<file path="src/rtl/shift_add_mult_seq_pkg.sv">
// -----------------------------------------------------------------------------
// mult_seq_pkg
// Shared types and helpers for the sequential shift-add multiplier.
//   state_t    : controller states
//   cnt_width(): bit width of the iteration counter, enough to hold WIDTH
// -----------------------------------------------------------------------------
package mult_seq_pkg;

  typedef enum logic [1:0] {
    S_IDLE = 2'd0,
    S_CALC = 2'd1,
    S_FIX  = 2'd2,
    S_DONE = 2'd3
  } state_t;

  function automatic int cnt_width(input int width);
    return $clog2(width + 1);
  endfunction

endpackage

</file>
<file path="src/rtl/shift_add_mult_seq_if.sv">
// -----------------------------------------------------------------------------
// shift_add_mult_seq_if
// Start/done handshake and operand/result bus of the sequential multiplier.
//   i_START   request, sampled only while o_READY=1
//   i_SIGNED  two's-complement mode, sampled with i_START
//   i_A, i_B  multiplicand / multiplier, sampled with i_START
//   o_READY   multiplier can accept i_START this cycle
//   o_BUSY    iteration or sign fix in progress
//   o_DONE    one-cycle pulse, o_PRODUCT updated this cycle
//   o_PRODUCT last completed product, held until the next o_DONE
// The slave modport is used by the multiplier, master by whoever drives it.
// -----------------------------------------------------------------------------
interface shift_add_mult_seq_if #(
  parameter int WIDTH = 8
) ();

  logic                   i_START;
  logic                   i_SIGNED;
  logic [WIDTH-1:0]       i_A;
  logic [WIDTH-1:0]       i_B;
  logic                   o_READY;
  logic                   o_BUSY;
  logic                   o_DONE;
  logic [2*WIDTH-1:0]     o_PRODUCT;

  modport slave (
    input  i_START, i_SIGNED, i_A, i_B,
    output o_READY, o_BUSY, o_DONE, o_PRODUCT
  );

  modport master (
    output i_START, i_SIGNED, i_A, i_B,
    input  o_READY, o_BUSY, o_DONE, o_PRODUCT
  );

endinterface

</file>
<file path="src/rtl/shift_add_mult_seq_dp.sv">
// -----------------------------------------------------------------------------
// shift_add_mult_dp
// Datapath of the sequential multiplier: multiplicand register, 2W+1-bit
// accumulator, W+1-bit adder and the final sign fix.
//   i_clk, i_rst  clock, asynchronous active-high reset
//   i_load        capture operands (magnitudes when i_signed) and sign flag
//   i_step        retire one multiplier bit (fused add + shift)
//   i_fix         write the signed/unsigned product to o_product
//   i_signed      effective signed mode for the operation being loaded
//   i_a, i_b      raw operands
//   o_product     last completed product
// -----------------------------------------------------------------------------
module shift_add_mult_dp
  import mult_seq_pkg::*;
#(
  parameter int WIDTH = 8
) (
  input  logic                 i_clk,
  input  logic                 i_rst,
  input  logic                 i_load,
  input  logic                 i_step,
  input  logic                 i_fix,
  input  logic                 i_signed,
  input  logic [WIDTH-1:0]     i_a,
  input  logic [WIDTH-1:0]     i_b,
  output logic [2*WIDTH-1:0]   o_product
);

  logic [WIDTH-1:0]   r_mcand;
  logic [2*WIDTH:0]   r_acc;
  logic               r_neg;
  logic [2*WIDTH-1:0] r_product;

  logic [WIDTH-1:0]   w_a_mag;
  logic [WIDTH-1:0]   w_b_mag;
  logic [WIDTH:0]     w_sum;
  logic [WIDTH:0]     w_upper;
  logic [2*WIDTH-1:0] w_fixed;

  // Magnitude of -2^(W-1) wraps to 2^(W-1), which is exactly right when the
  // W-bit result is read as unsigned, so no extra bit is needed.
  assign w_a_mag = (i_signed && i_a[WIDTH-1]) ? ('0 - i_a) : i_a;
  assign w_b_mag = (i_signed && i_b[WIDTH-1]) ? ('0 - i_b) : i_b;

  // Carry is kept in the W+1-bit sum; the shift below moves it into the
  // upper half so nothing is lost.
  assign w_sum   = r_acc[2*WIDTH:WIDTH] + {1'b0, r_mcand};
  assign w_upper = r_acc[0] ? w_sum : r_acc[2*WIDTH:WIDTH];

  // Negating zero gives zero, so a zero operand always produces +0.
  assign w_fixed = r_neg ? ('0 - r_acc[2*WIDTH-1:0]) : r_acc[2*WIDTH-1:0];

  always_ff @(posedge i_clk or posedge i_rst) begin
    if (i_rst) begin
      r_mcand <= '0;
      r_acc   <= '0;
      r_neg   <= 1'b0;
    end else if (i_load) begin
      r_mcand <= w_a_mag;
      r_acc   <= {{(WIDTH+1){1'b0}}, w_b_mag};
      r_neg   <= i_signed & (i_a[WIDTH-1] ^ i_b[WIDTH-1]);
    end else if (i_step) begin
      r_acc   <= {1'b0, w_upper, r_acc[WIDTH-1:1]};
    end
  end

  always_ff @(posedge i_clk or posedge i_rst) begin
    if (i_rst) begin
      r_product <= '0;
    end else if (i_fix) begin
      r_product <= w_fixed;
    end
  end

  assign o_product = r_product;

endmodule

</file>
<file path="src/rtl/shift_add_mult_seq.sv">
// -----------------------------------------------------------------------------
// shift_add_mult_seq
// Sequential shift-add multiplier, one multiplier bit retired per clock.
// Latency from the accepting edge to o_DONE is WIDTH+1 edges, independent of
// the data; back-to-back issue interval is WIDTH+2 cycles.
//   i_CLK    rising-edge clock
//   i_RESET  asynchronous active-high reset, aborts any operation
//   bus      handshake/operand/result bus (slave side)
// Parameters: WIDTH operand width (>=2), SIGNED_EN 0 forces unsigned mode.
//
// state  | meaning
// S_IDLE | waiting for i_START, o_READY=1
// S_CALC | shifting/adding, one bit per edge, o_BUSY=1
// S_FIX  | applying the sign to the magnitude product, o_BUSY=1
// S_DONE | o_DONE pulse, o_READY=1, may accept the next i_START
// -----------------------------------------------------------------------------
module shift_add_mult_seq
  import mult_seq_pkg::*;
#(
  parameter int WIDTH     = 8,
  parameter int SIGNED_EN = 1
) (
  input  logic                 i_CLK,
  input  logic                 i_RESET,
  shift_add_mult_seq_if.slave  bus
);

  localparam int CNT_W = cnt_width(WIDTH);

  state_t             r_state;
  state_t             w_next;
  logic [CNT_W-1:0]   r_cnt;

  logic               w_ready;
  logic               w_busy;
  logic               w_done;
  logic               w_load;
  logic               w_step;
  logic               w_fix;
  logic               w_signed_eff;
  logic               w_last;

  assign w_signed_eff = (SIGNED_EN != 0) && bus.i_SIGNED;
  assign w_last       = (r_cnt == CNT_W'(1));

  always_ff @(posedge i_CLK or posedge i_RESET) begin
    if (i_RESET) begin
      r_state <= S_IDLE;
    end else begin
      r_state <= w_next;
    end
  end

  always_comb begin
    w_next = r_state;
    case (r_state)
      S_IDLE:  w_next = bus.i_START ? S_CALC : S_IDLE;
      S_CALC:  w_next = w_last ? S_FIX : S_CALC;
      S_FIX:   w_next = S_DONE;
      S_DONE:  w_next = bus.i_START ? S_CALC : S_IDLE;
      default: w_next = S_IDLE;
    endcase
  end

  always_comb begin
    w_ready = 1'b0;
    w_busy  = 1'b0;
    w_done  = 1'b0;
    w_load  = 1'b0;
    w_step  = 1'b0;
    w_fix   = 1'b0;
    case (r_state)
      S_IDLE: begin
        w_ready = 1'b1;
        w_load  = bus.i_START;
      end
      S_CALC: begin
        w_busy  = 1'b1;
        w_step  = 1'b1;
      end
      S_FIX: begin
        w_busy  = 1'b1;
        w_fix   = 1'b1;
      end
      S_DONE: begin
        w_done  = 1'b1;
        w_ready = 1'b1;
        w_load  = bus.i_START;
      end
      default: ;
    endcase
  end

  // Iteration counter: loaded with WIDTH, counts down once per CALC edge.
  always_ff @(posedge i_CLK or posedge i_RESET) begin
    if (i_RESET) begin
      r_cnt <= '0;
    end else if (w_load) begin
      r_cnt <= CNT_W'(WIDTH);
    end else if (w_step) begin
      r_cnt <= r_cnt - CNT_W'(1);
    end
  end

  shift_add_mult_dp #(
    .WIDTH (WIDTH)
  ) u_dp (
    .i_clk     (i_CLK),
    .i_rst     (i_RESET),
    .i_load    (w_load),
    .i_step    (w_step),
    .i_fix     (w_fix),
    .i_signed  (w_signed_eff),
    .i_a       (bus.i_A),
    .i_b       (bus.i_B),
    .o_product (bus.o_PRODUCT)
  );

  assign bus.o_READY = w_ready;
  assign bus.o_BUSY  = w_busy;
  assign bus.o_DONE  = w_done;

endmodule

</file>
<file path="src/flat_wrapper.sv">
// flat-port wrapper written by rule: the top's interface ports become plain ports
module shift_add_mult_seq_flat import mult_seq_pkg::*;
#(
  parameter int WIDTH     = 8,
  parameter int SIGNED_EN = 1
)
  (i_CLK, i_RESET, bus_i_START, bus_i_SIGNED, bus_i_A, bus_i_B, bus_o_READY, bus_o_BUSY, bus_o_DONE, bus_o_PRODUCT);
  shift_add_mult_seq_if #(.WIDTH(WIDTH)) bus_i ();
  input  logic i_CLK;
  input  logic i_RESET;
  input wire logic [$bits(bus_i.i_START)-1:0] bus_i_START;
  input wire logic [$bits(bus_i.i_SIGNED)-1:0] bus_i_SIGNED;
  input wire logic [$bits(bus_i.i_A)-1:0] bus_i_A;
  input wire logic [$bits(bus_i.i_B)-1:0] bus_i_B;
  output wire logic [$bits(bus_i.o_READY)-1:0] bus_o_READY;
  output wire logic [$bits(bus_i.o_BUSY)-1:0] bus_o_BUSY;
  output wire logic [$bits(bus_i.o_DONE)-1:0] bus_o_DONE;
  output wire logic [$bits(bus_i.o_PRODUCT)-1:0] bus_o_PRODUCT;
  assign bus_i.i_START = bus_i_START;
  assign bus_i.i_SIGNED = bus_i_SIGNED;
  assign bus_i.i_A = bus_i_A;
  assign bus_i.i_B = bus_i_B;
  assign bus_o_READY = bus_i.o_READY;
  assign bus_o_BUSY = bus_i.o_BUSY;
  assign bus_o_DONE = bus_i.o_DONE;
  assign bus_o_PRODUCT = bus_i.o_PRODUCT;
  shift_add_mult_seq #(.WIDTH(WIDTH), .SIGNED_EN(SIGNED_EN)) u_core (.i_CLK(i_CLK), .i_RESET(i_RESET), .bus(bus_i));
endmodule
</file>
<file path="config.mk">
export PLATFORM = sky130hd
export DESIGN_NAME = shift_add_mult_seq_flat
export DESIGN_NICKNAME = d
export VERILOG_FILES = /design/src/rtl/shift_add_mult_seq_pkg.sv /design/src/rtl/shift_add_mult_seq_if.sv /design/src/rtl/shift_add_mult_seq_dp.sv /design/src/rtl/shift_add_mult_seq.sv /design/src/flat_wrapper.sv
export SDC_FILE = /design/constraint.sdc
export NUM_CORES = 1
export LEC_CHECK = 0
export CORE_MARGIN = 8
export CORE_UTILIZATION = 38
export DETAILED_ROUTE_END_ITERATION = 6
export PLACE_DENSITY = 0.58
export REMOVE_ABC_BUFFERS = 1
export SYNTH_ARGS = -nofsm -noshare
export SYNTH_HDL_FRONTEND = slang
export SYNTH_HIERARCHICAL = 1
export SYNTH_SLANG_ARGS = --single-unit
</file>
<file path="constraint.sdc">
create_clock -name i_CLK -period 2.7 [get_ports i_CLK]
set_clock_uncertainty 0.15 [all_clocks]
set_input_delay 0.27 -clock i_CLK [delete_from_list [all_inputs] [get_ports i_CLK]]
set_output_delay 0.27 -clock i_CLK [all_outputs]
set_load 0.05 [all_outputs]
</file>
==> Word level (Yosys, flattened, before mapping) <==
Cells that the tools add are included.
{ "totals": {"wordCells": 40, "out_inout_bits": 19, "input_bits": 20, "regBits": 48} }
{ "classes": {"mux": 17, "n_eq_ne": 4, "add_sub_neg": 5, "bitwise": 2, "n_reduce_logical": 6} }
{ "ops": {"columns": ["cell", "n"], "rows": [
  ["$mux 17", 2],
  ["$mux 16", 1],
  ["$mux 8", 2],
  ["$sub 1x16->16 const A", 1],
  ["$sub 1x8->8 const A", 2],
  ["$add 9x8->9", 1],
  ["$mux 9", 1],
  ["$mux 4", 2],
  ["$mux 1", 7],
  ["$pmux 2 s3", 1],
  ["$eq 2x2->1 const B", 2],
  ["$eq 4x1->1 const B", 1],
  ["$reduce_or 2->1", 2],
  ["$sub 4x1->4 const B", 1],
  ["$eq 2x1->1 const B", 1],
  ["$logic_and 1x1->1", 2],
  ["$logic_not 2->1", 1],
  ["$mux 2", 1],
  ["$reduce_bool 2->1", 1],
  ["$and 1x1->1", 1],
  ["$xor 1x1->1", 1]
]} }

==> Depth between registers and ports, before layout <==
{ "depth": {"depth_word": 4, "depth_mapped": 8, "depth_no_buf": 7} }

==> Modules after synthesis <==
The synthesis kept the hierarchy.
{ "modules_own_cells": {"columns": ["module", "n_inst", "area_per_inst_um2", "cells_each", "seq_area_each_um2"], "rows": [
  ["shift_add_mult_dp", 1, 2563.7, 285, 1026.0],
  ["shift_add_mult_seq", 1, 392.9, 35, 150.1]
]} }

==> Worst setup path before layout <==
No wires, ideal clock.
{ "synth_timing": {"path_type": "register -> register", "start": "register u_core.r_state[0]", "end": "register u_core.u_dp.r_acc[7]", "stages_incl_launch_ff": 8, "setup_slack_ps": 420, "arrival_time_ps": 1992, "setup_time_ps": 138, "cell_sequence": "dfrtp_1 > inv_1 > ha_1 > and2_4 > buf_6 > buf_1 > buf_1 > o22ai_1"} }
{ "synth_via": {"elab_chain_len": 4} }
{ "synth_rtl": {"columns": ["item", "line_no", "rtl"], "rows": [
  ["start, declared", "shift_add_mult_seq.sv:30", "state_t r_state;"],
  ["start signal, assigned", "shift_add_mult_seq.sv:50", "r_state <= w_next;"],
  ["$eq 2x2->1 or $logic_not 2->1 (tied branches)", "shift_add_mult_seq.sv:72", "case (r_state)"],
  ["$reduce_or 2->1 (no source line) (*)", null, null],
  ["$mux 1 (*)", "shift_add_mult_seq.sv:72", null],
  ["named net u_core.w_load", "shift_add_mult_seq.sv:37", "logic w_load;"],
  ["$mux 17 or $reduce_bool 2->1 (tied branches)", null, null],
  ["end signal, assigned", "shift_add_mult_seq_dp.sv:60", "r_acc <= {{(WIDTH+1){1'b0}}, w_b_mag};"],
  ["end signal, assigned", "shift_add_mult_seq_dp.sv:63", "r_acc <= {1'b0, w_upper, r_acc[WIDTH-1:1]};"],
  ["end, declared", "shift_add_mult_seq_dp.sv:30", "logic [2*WIDTH:0] r_acc;"]
]} }
The timed path passes the listed nets; every way through them passes the cells marked *.
A chain may end at the register's enable or synchronous reset.

==> Worst setup path in the final report <==
{ "layout_timing": {"start": "register u_core.r_state[0]", "end": "output bus_o_BUSY"} }
{ "layout_via": {"elab_chain_len": 3} }
{ "layout_rtl": {"columns": ["item", "line_no", "rtl"], "rows": [
  ["$eq 2x1->1 or $eq 2x2->1 (tied branches)", "shift_add_mult_seq.sv:72", null],
  ["$reduce_or 2->1 (no source line) (*)", null, null],
  ["$mux 1 (*)", "shift_add_mult_seq.sv:72", null],
  ["end, declared", "flat_wrapper.sv:16", "output wire logic [$bits(bus_i.o_BUSY)-1:0] bus_o_BUSY;"]
]} }
Mark *: on every way between the ends. The rest lies on a longest branch, timed or not.

==> results <==
- In this run the power density over the cells is 1300 mW/mm².
- Of the post-synthesis cell area, the dominant cell type holds 0.398.
- In the synthesized netlist, the number of instances is 320.
- Setup repair after global routing left no endpoint under its margin.
- The clock root buffer is sky130_fd_sc_hd__clkbuf_8.
- The most common cell after layout, fill and taps aside is sky130_fd_sc_hd__dfrtp_1.
- The share of synthesized registers carrying an async set or reset is 1.00.
- The analysis attributes to cell leakage a power of 0.00154 µW.
- The worst setup path is of the reg -> out kind.
- The number of standard cells in the final layout excluding fillers is 462.
- The flow ran to the end, and the final reports show no timing, DRC or antenna violations.
- The end of the worst register-to-register path is u_core/u_dp/r_acc[13]$_DFFE_PP0P_.
- The number of warnings issued by yosys is 6.
- The class of the tightest hold or removal check is in -> async.
- IR analysis of the VDD net gives a maximum drop of 0.000379 V.
- The post-route worst hold slack is 0.0470 ns.
- The post-route setup TNS is 0 ns.
- The number of hold violations in the final report is 0.
- The most area-hungry cell type in the Yosys netlist is sky130_fd_sc_hd__dfrtp_1.
- Routability-driven placement finished with a final weighted congestion of 0.849.
- Dividing the detail-routed wire length by the instance count gives 13.6 µm.
- The number of nets with antenna violations after routing is 0.
- The setup slack of the most critical reg-to-reg path is 0.34 ns.
- The combined area of all synthesized cells is 0.00296 mm².
- The prevailing post-synth register cell is sky130_fd_sc_hd__dfrtp_1.
- The area growth from synthesis to layout is 20.4%.
- After the first detailed-routing iteration, the DRC count stood at 102.
- The critical-path maximum fanout is 5.
- The worst setup path is launched from a flop.
- The number of sinks handled by clock tree synthesis is 47.
- Dividing the final minimum period by the clock period gives 0.881.
- Measured in cells, the most critical reg-to-reg path has a length of 7.
- The tool flagged a number of max-cap violations equal to 0.
- Row generation in the floorplan step produced 32 rows.
- The count of hold-fix buffers inserted at cts is 0.
- The top-level I/O count is 39.
- In the post-synthesis netlist, the biggest area contributors are sky130_fd_sc_hd__dfrtp_1 (40%), sky130_fd_sc_hd__ha_1 (6.8%), sky130_fd_sc_hd__xor2_1 (6.2%), sky130_fd_sc_hd__a21oi_1 (5.6%), sky130_fd_sc_hd__nor2_1 (5.2%).
- The worst register-to-register path begins at u_core/u_dp/r_mcand[0]$_DFFE_PP0P_.
- The floorplan die area is 0.0109 mm².
- TritonCTS created 5 clock buffers.
- In the layout the commonest cells are sky130_fd_sc_hd__dfrtp_1 (47), sky130_fd_sc_hd__nor2_1 (41), sky130_fd_sc_hd__clkdlybuf4s50_1 (38).
- The TritonCTS clock tree is built.
- The total of cells resized after clock tree synthesis is 0.
- The type of destination of the critical path is an output port.
- Dividing the synthesized area by the synthesized cell count gives 9.24 µm².
- The buffer levels on the longest clock path is 2.
- The post-CTS setup repair buffer count is 0.
- The number of max-slew violations in the final report came to 0.
- For the pin with the worst max-slew slack, the measured transition is 0.584 ns.
- The number of synthesized flops with an enable pin is 0.
- The pin count of the biggest net entering global routing is 42.
- During placement, the flow inserted port buffers numbering 38.
- In this run, synthesis produced a sequential element count of 47.
- The first-pass GRT wire length is 11000 µm.
- For this run, the register share of the synthesized area comes to 0.398.
- The number of global-route vias before repair is 2313.
- After detailed routing, the number of remaining DRC violations is 0.
- The die width is 104 µm.
- The H-tree generated during clock tree synthesis spans 2 levels.
- The share of the core filled with cells is 0.466.
- Dividing the detail-routed via count by the number of cells gives 5.01.
- For this configuration, the core starts out at a cell density of 0.387.
- The arrival time of data at the critical path endpoint is 1.96 ns.
- The routed design has 6300 µm of wire.
- The via count is 2314.
- The worst-skew pair later-pin latency is 0.30 ns.
- In this run, placement finished with an instance count of 454.
- The number of iterations in the first detailed-routing pass is 4.
- In the final design database the tool counted 396 nets.
- The normalized max-slew margin is 0.610.
- The diode insertion count for antenna repair is 0.
- The die is 104 µm tall.
- The clock transition at the registers of the reported paths is 0.09 ns.
- The post-DP HPWL is 4700 µm.
- The all-layer global routing usage is 0.121.
- Global routing finished with a remaining overflow of 0.
- The area of the core is 0.00765 mm².
- Setup violations remaining at the end of the flow were counted as 0.
- Subtracting the final worst setup slack from the clock period gives 2.38 ns.
- The top achievable clock speed is 421 MHz.
- The fraction of layout instances using a drive strength above 1 is 0.0722.
- The number of different library cells used by synthesis comes to 48.
- The number of antenna violations at the first check in global routing is 0.
- The worst path required time is 2.28 ns.
- Overall power consumption after layout is estimated at 4650 µW.
-- sequential cells by signal (all words and copies together) (netlist names) --
register / count
u_core/u_dp/r_neg: 1
u_core/u_dp/o_product: 16
u_core/r_cnt: 4
u_core/u_dp/r_mcand: 8
u_core/r_state: 2
u_core/u_dp/r_acc: 16
-- synthesized netlist by cell type, types with 6 or more instances --
library cell / n
sky130_fd_sc_hd__dfrtp_1: 47
sky130_fd_sc_hd__nor2_1: 41
sky130_fd_sc_hd__a21oi_1: 33
sky130_fd_sc_hd__nand2_1: 21
sky130_fd_sc_hd__xor2_1: 21
sky130_fd_sc_hd__ha_1: 16
sky130_fd_sc_hd__inv_1: 16
sky130_fd_sc_hd__o21ai_0: 15
sky130_fd_sc_hd__mux2i_1: 14
sky130_fd_sc_hd__nor3_1: 8
sky130_fd_sc_hd__clkbuf_1: 7
sky130_fd_sc_hd__xnor2_1: 7
sky130_fd_sc_hd__a211oi_1: 6
sky130_fd_sc_hd__o31ai_1: 6
-- worst max-delay path by stage --
stage                                        from                                end  slack, ns  cells after the start
3_5_place_dp   u_core/u_dp/r_mcand[0]$_DFFE_PP0P_  u_core/u_dp/r_acc[13]$_DFFE_PP0P_       0.37                      7
2_1_floorplan    u_core/u_dp/r_acc[8]$_DFFE_PP0P_  u_core/u_dp/r_acc[13]$_DFFE_PP0P_       0.43                      7
5_1_grt        u_core/u_dp/r_mcand[0]$_DFFE_PP0P_  u_core/u_dp/r_acc[13]$_DFFE_PP0P_        0.1                      7
3_3_place_gp   u_core/u_dp/r_mcand[0]$_DFFE_PP0P_  u_core/u_dp/r_acc[13]$_DFFE_PP0P_       0.39                      7
4_1_cts               u_core/r_state[0]$_DFF_PP0_                         bus_o_BUSY       0.31                      4
6_report              u_core/r_state[0]$_DFF_PP0_                         bus_o_BUSY       0.32                      4
-- metal layers --
metal / wire length [µm] / track usage / share of wire / vias up
li1: - / - / - / 1207
met1: 3310 / 0.169 / 0.53 / 1058
met2: 2680 / 0.179 / 0.42 / 42
met3: 212 / 0.0223 / 0.034 / 7
met4: 104 / 0.0527 / 0.017 / 0
met5: 0 / 0 / 0 / -
-- power breakdown --
part	switching [µW]	internal [µW]	total (µW)
sequential	374	1040	1420
clock	241	233	474
combinational	1600	1150	2760
total	2220	2430	4650
-- logic make-up (layout without fill, tap and decap cells) --
family,after synthesis,after routing,share of synthesized area
simple gates,97,97,0.165
xor+xnor,28,28,0.0829
fa+ha+maj,17,17,0.0745
compound gates,85,85,0.181
mux,16,16,0.0550
flops,47,47,0.398
buf+inv,30,70,0.0432
-- stage by stage --
step           area (µm²)  worst slack (ns)
6_report             3560             0.322
5_1_grt              3560            0.0981
4_1_cts              3560             0.308
3_5_place_dp         3460             0.369
3_3_place_gp         3460             0.393
2_1_floorplan        2890             0.425
-- layout make-up --
class / count / area (µm²)
clock buffer: 7 / 96.3
clock inverter: 1 / 7.51
fill: 755 / 4090
inverter: 16 / 60.1
multi-input combinational: 243 / 1650
sequential: 47 / 1180
tap: 102 / 128
timing repair buffer: 46 / 440
-- worst max-delay path, cell delays in order (launching register included) --
cell	delay [ns]
sky130_fd_sc_hd__dfrtp_1	0.39
sky130_fd_sc_hd__inv_1	0.06
sky130_fd_sc_hd__ha_1	0.35
sky130_fd_sc_hd__inv_1	0.07
sky130_fd_sc_hd__clkdlybuf4s50_1	0.79
Note: power is estimated with default switching activity, not from simulation.
